==> src/rtl/j_slatchn.sv <==
// Lane-enabled hold register with optional shadow/commit double buffer and change-detect pulse.
// Latency: 1 cycle from en/commit/clr to q; changed follows the q update in the same cycle.
// Backpressure: none; every en/commit/clr is accepted on the edge it is presented.
module j_slatchn #(
    parameter int                 WIDTH     = 16,
    parameter int                 LANES     = 2,
    parameter int                 DBUF      = 0,
    parameter logic [WIDTH-1:0]   RESET_VAL = '0
) (
    input  logic               sys_clk,
    input  logic               reset,
    input  logic [WIDTH-1:0]   d,
    input  logic [LANES-1:0]   en,
    input  logic               commit,
    input  logic               clr,
    output logic [WIDTH-1:0]   q,
    output logic [WIDTH-1:0]   shadow,
    output logic               pending,
    output logic               changed
);

    // Guard the division so a bad LANES value reports cleanly instead of dividing by zero.
    localparam int LANES_SAFE = (LANES < 1) ? 1 : LANES;
    localparam int LW         = WIDTH / LANES_SAFE;

    generate
        if ((LANES < 1) || ((WIDTH % LANES_SAFE) != 0)) begin : g_bad_cfg
            $error("j_slatchn: WIDTH must be a non-zero multiple of LANES");
        end
    endgenerate

    typedef enum logic {
        CLEAN = 1'b0,
        DIRTY = 1'b1
    } state_t;

    state_t             state_q, state_d;
    logic [WIDTH-1:0]   q_q, q_d;
    logic [WIDTH-1:0]   sh_q, sh_d;
    logic               chg_q, chg_d;
    logic [WIDTH-1:0]   lane_mask;
    logic [WIDTH-1:0]   merged;

    // Expand the per-lane enables into a bit mask and form the shadow-with-writes merge.
    always_comb begin
        lane_mask = '0;
        for (int i = 0; i < LANES_SAFE; i++) begin
            lane_mask[i*LW +: LW] = {LW{en[i]}};
        end
        merged = (sh_q & ~lane_mask) | (d & lane_mask);
    end

    // Next-state for q, shadow and the CLEAN/DIRTY FSM; clr overrides everything but reset.
    always_comb begin
        state_d = state_q;
        q_d     = q_q;
        sh_d    = sh_q;

        if (DBUF == 0) begin
            // Direct mode: shadow mirrors q, commit is ignored, FSM parked in CLEAN.
            q_d     = (q_q & ~lane_mask) | (d & lane_mask);
            sh_d    = q_d;
            state_d = CLEAN;
        end else begin
            // Shadow always absorbs enabled lanes; commit publishes the merged value,
            // so a write presented alongside commit lands in q in the same edge.
            sh_d = merged;
            if (commit) begin
                q_d     = merged;
                state_d = CLEAN;
            end else if ((state_q == CLEAN) && (|en)) begin
                state_d = DIRTY;
            end
        end

        if (clr) begin
            q_d     = RESET_VAL;
            sh_d    = RESET_VAL;
            state_d = CLEAN;
        end

        // Pulse on any real change of q, including one caused by clr.
        chg_d = (q_d != q_q);
    end

    // State registers; reset discards any uncommitted shadow contents.
    always_ff @(posedge sys_clk) begin
        if (reset) begin
            state_q <= CLEAN;
            q_q     <= RESET_VAL;
            sh_q    <= RESET_VAL;
            chg_q   <= 1'b0;
        end else begin
            state_q <= state_d;
            q_q     <= q_d;
            sh_q    <= sh_d;
            chg_q   <= chg_d;
        end
    end

    assign q       = q_q;
    assign shadow  = sh_q;
    assign pending = (state_q == DIRTY);
    assign changed = chg_q;

endmodule

==> config.mk <==
export PLATFORM = sky130hd
export DESIGN_NAME = j_slatchn
export DESIGN_NICKNAME = d
export VERILOG_FILES = /design/src/rtl/j_slatchn.sv
export SDC_FILE = /design/constraint.sdc
export NUM_CORES = 1
export LEC_CHECK = 0
export BUFFER_PORTS_ARGS = -buffer_cell sky130_fd_sc_hd__buf_2
export CAP_MARGIN = 25
export CORE_ASPECT_RATIO = 1.75
export CORE_MARGIN = 5
export CORE_UTILIZATION = 25
export DETAILED_ROUTE_END_ITERATION = 8
export GPL_TIMING_DRIVEN = 0
export REMOVE_ABC_BUFFERS = 1
export SETUP_SLACK_MARGIN = 0.1
export SYNTH_ARGS = -nofsm -noshare
export SYNTH_HDL_FRONTEND = slang
export SYNTH_SLANG_ARGS = --single-unit
==> constraint.sdc <==
create_clock -name sys_clk -period 2.27 [get_ports sys_clk]
set_input_delay 0.1135 -clock sys_clk [delete_from_list [all_inputs] [get_ports sys_clk]]
set_output_delay 0.1135 -clock sys_clk [all_outputs]
set_load 0.01 [all_outputs]
Yosys cells after proc, flatten, opt, wreduce, memory -nomap -nowiden

Index checks and enable logic that the tools add are counted.

Input port bits: 22
Output and inout port bits: 34
Logic and storage cells: 8
Register bits: 17

Bitwise gates (word level): 4
Muxes and demuxes: 1
Equal/unequal tests: 1

Operators by type and width:

| kind               | number |
|---|---|
| 16-bit bitwise AND | 2 |
| 16-bit two-way mux | 1 |
| 16-bit != test     | 1 |
| 16-bit NOT         | 1 |
| 16-bit bitwise OR  | 1 |

Logic depth before layout (Yosys ltp)

Depth after elaboration: 5
Mapped depth: 5
Depth with buffers taken out: 5

Worst setup path before layout

Ideal clock, no wire load.

Kind: register to register
Start point: register shadow[8] (netlist name)
End point: register chg_q (netlist: changed)
Path slack: 966 ps
Path buffers: 0
Stages on the path, launching flop included: 6
Data arrival time: 1170 ps
Required time: 2136 ps
Clock period less this slack: 1304 ps
Cells stage by stage: dfxtp_1 -> inv_1 -> a22o_1 -> o311ai_1 -> and4_1 -> a31oi_1

RTL lines:

| item                 | line | RTL |
|---|---|---|
| to (signal assigned) | 97   | `chg_q <= chg_d;` |
| to (decl)            | 40   | `logic chg_q, chg_d;` |

==> results by group <==
Outcome
  – Status: finished, final reports clean

Finish
  – Reg area: 340 um^2
  – Fillers: 444
  – Final non-filler cell total: 205
  – Commonest non-fill, non-tap cells in the layout: 53 x buf_2, 18 x nor2_1, 17 x dfxtp_1
  – Synth-to-Final Area Change: 21.9%
  – Multi-input gate area: 472 um^2
  – Share of post-route cells with drive strength above 1: 38.9%
  – Final #Nets: 180
  – Ant. Diodes: 0
  – Most common cell after layout, fill and taps aside: buf_2

Floorplanning
  – Die Y-Extent: 94.4 um
  – Chip Width: 58.2 um
  – # IOs: 56
  – Core ar.: 3900 um^2
  – Die Area: 5500 um^2
  – Effective utilization at floorplan: 26.1%
  – Rows: 30

Critical path
  – CP required: 2.39 ns
  – Critical Path Max Stage Delay: 0.39 ns
  – Reg2reg start: shadow[8]
  – Crit path launch type: flop
  – Worst-path fanout max: 5
  – Critical path class: flop to flop
  – Critical Path AT: 1.50 ns
  – CP Capture Type: flop
  – Flop2flop setup slack: 0.89 ns
  – Cell Chain, Critical Path: inv_1, a22o_1, o311ai_1, and4_1, a31oi_1
  – Slowest-stage cell, CP: dfxtp_1
  – Worst Setup SP: shadow[8]

Routing
  – DR iter-0 viols: 24
  – Via Count: 942
  – Drt wl/cell: 12.6 um
  – Drt pass-1 iters: 4
  – DRC Markers: 0
  – ANT nets after route: 0
  – Routed wire length: 2.58 mm
  – Via density: 4.60

STA
  – Final Max Tran Viols: 0
  – RSZ-0062 raised after global routing: false
  – Worst hold margin: 0.0263 ns
  – Final setup fails: 0
  – Final hold violation count: 0
  – Max Fclk: 0.722 GHz
  – Setup TNS: 0 ns
  – Period utilisation layout: 61.0%
  – Max Clock Skew: 0.00301 ns
  – Slack of the critical path: 0.886 ns
  – Final min period: 1.38 ns

Pwr
  – Psw: 0.186 mW
  – PwrDens: 547 nW/um^2
  – VDD IR max: 0.295 mV
  – Pint: 0.492 mW
  – Clock network fraction of total power: 33.7%
  – Leakage power: 0.643 nW
  – Combinational power share: 19.0%
  – Power Total: 0.678 mW
  – Sw Ratio: 27.4%
  – Seq pwr share: 47.4%

Placed design
  – Gpl congestion: 0.723
  – Port Buf Inserts: 53
  – HPWL Detailed: 2.06 mm
  – Dpl ws: 0.860 ns
  – DP Cell Count: 201

Worst hold path
  – Hold_sp: reset
  – Worst Hold Class: primary input to flop

GRT
  – Initial antenna violation count: 0
  – Largest net degree at the start of global routing: 17
  – Global-route wire length before repair: 4.37 mm
  – GRT Util Overall: 10.1%
  – Vias in the first global route: 987
  – Total gr overflow: 0

Synthesis
  – Mapped Area: 1020 um^2
  – Async set-reset flop share out of synthesis: 0%
  – Synth Instances: 121
  – Synth warnings: 0
  – Syn Area/Cell: 8.41 um^2
  – Synth unique cells: 30
  – Ys flop type: dfxtp_1
  – Post-synth EDFFs: 0
  – Seq cells post-synth: 17
  – Sequential share of the synthesized area: 33.5%

Clock tree
  – Root buf cell: clkbuf_8
  – Worst-path clk slew: 0.07 ns
  – CTS resizes: 0
  – CTS tree: done
  – Hold_buf cts: 0
  – Maximum clock path buffer count: 2
  – Htree depth: 1
  – Clock Sinks: 17
  – Skew-Pair Late Insertion Delay: 0.25 ns
  – CTS Buf Count: 3
  – Setup Buffers After CTS: 0

Run
  – Maxcap violations: 0
critical path, delay by kind of cell, from the launching register on:
family                 cells  cell delay (ns)
AOI/OAI and AO/OA          3             0.56
DFF                        1             0.39
and+or+nand+nor            1             0.22
buffers and inverters      1             0.08
registers in the layout (all words and copies together), names as in the netlist:
| name | flops |
|---|---|
| changed | 1 |
| shadow | 16 |
path summary, 6_finish.rpt:
kind / endpoint / depth (start not counted)
worst max-delay path: changed / 5
worst min-delay path: changed / 2
worst max register to register: changed / 5
worst min register to register: shadow[0] / 2
power by group through the flow:
stage	clock network (mW)	registers, mW	logic [mW]
5_1_grt	0.250	0.324	0.143
4_1_cts	0.236	0.322	0.131
6_report	0.228	0.321	0.129
3_5_place_dp	0	0.328	0.130
2_1_floorplan	0	0.337	0.0564
3_3_place_gp	0	0.328	0.129
area by class of cell:
type / instances / area share [%]
Multi-Input combinational cell: 68 / 38.0
Sequential cell: 17 / 27.4
Timing Repair Buffer: 53 / 21.4
Tap cell: 48 / 4.84
Inverter: 15 / 4.54
Clock buffer: 3 / 3.33
Clock inverter: 1 / 0.404
through the flow:
step | util [%] | instance area (um^2)
floorplan | - | 868
global placement | 30.6 | 1190
detailed placement | 30.6 | 1190
CTS | 31.8 | 1240
global route | 31.8 | 1240
finish | 31.8 | 1240
logic make-up (layout without fill, tap and decap cells):
family | Yosys count | count (layout) | synth area share (%)
AOI/OAI and AO/OA | 21 | 21 | 16.4
DFF | 17 | 17 | 33.5
buffers and inverters | 36 | 72 | 20.2
muxes | 16 | 16 | 15.7
other | 1 | 1 | 0.369
and+or+nand+nor | 29 | 29 | 13.0
xor gates and xnor gates | 1 | 1 | 0.861
routing by layer:
metal	vias up	track usage (%)	wire, um
met5	-	0	0
met4	0	4.06	31
met3	4	2.74	230
met2	42	17.3	1240
met1	423	11.7	1080
li1	473	-	-
synthesized netlist by cell type (2+ instances only):
cell type	instances	area, um^2
buf_2	2	10.0
nor2b_1	2	12.5
inv_2	2	7.51
a41o_1	2	20.0
nand2_1	2	7.51
nor4_1	3	18.8
o22ai_1	6	37.5
mux2i_1	16	160
inv_1	13	48.8
nor2_1	18	67.6
a22oi_1	2	15.0
buf_4	18	135
dfxtp_1	17	340
a22o_1	2	17.5
No activity file was read; power rests on OpenSTA's default activity.
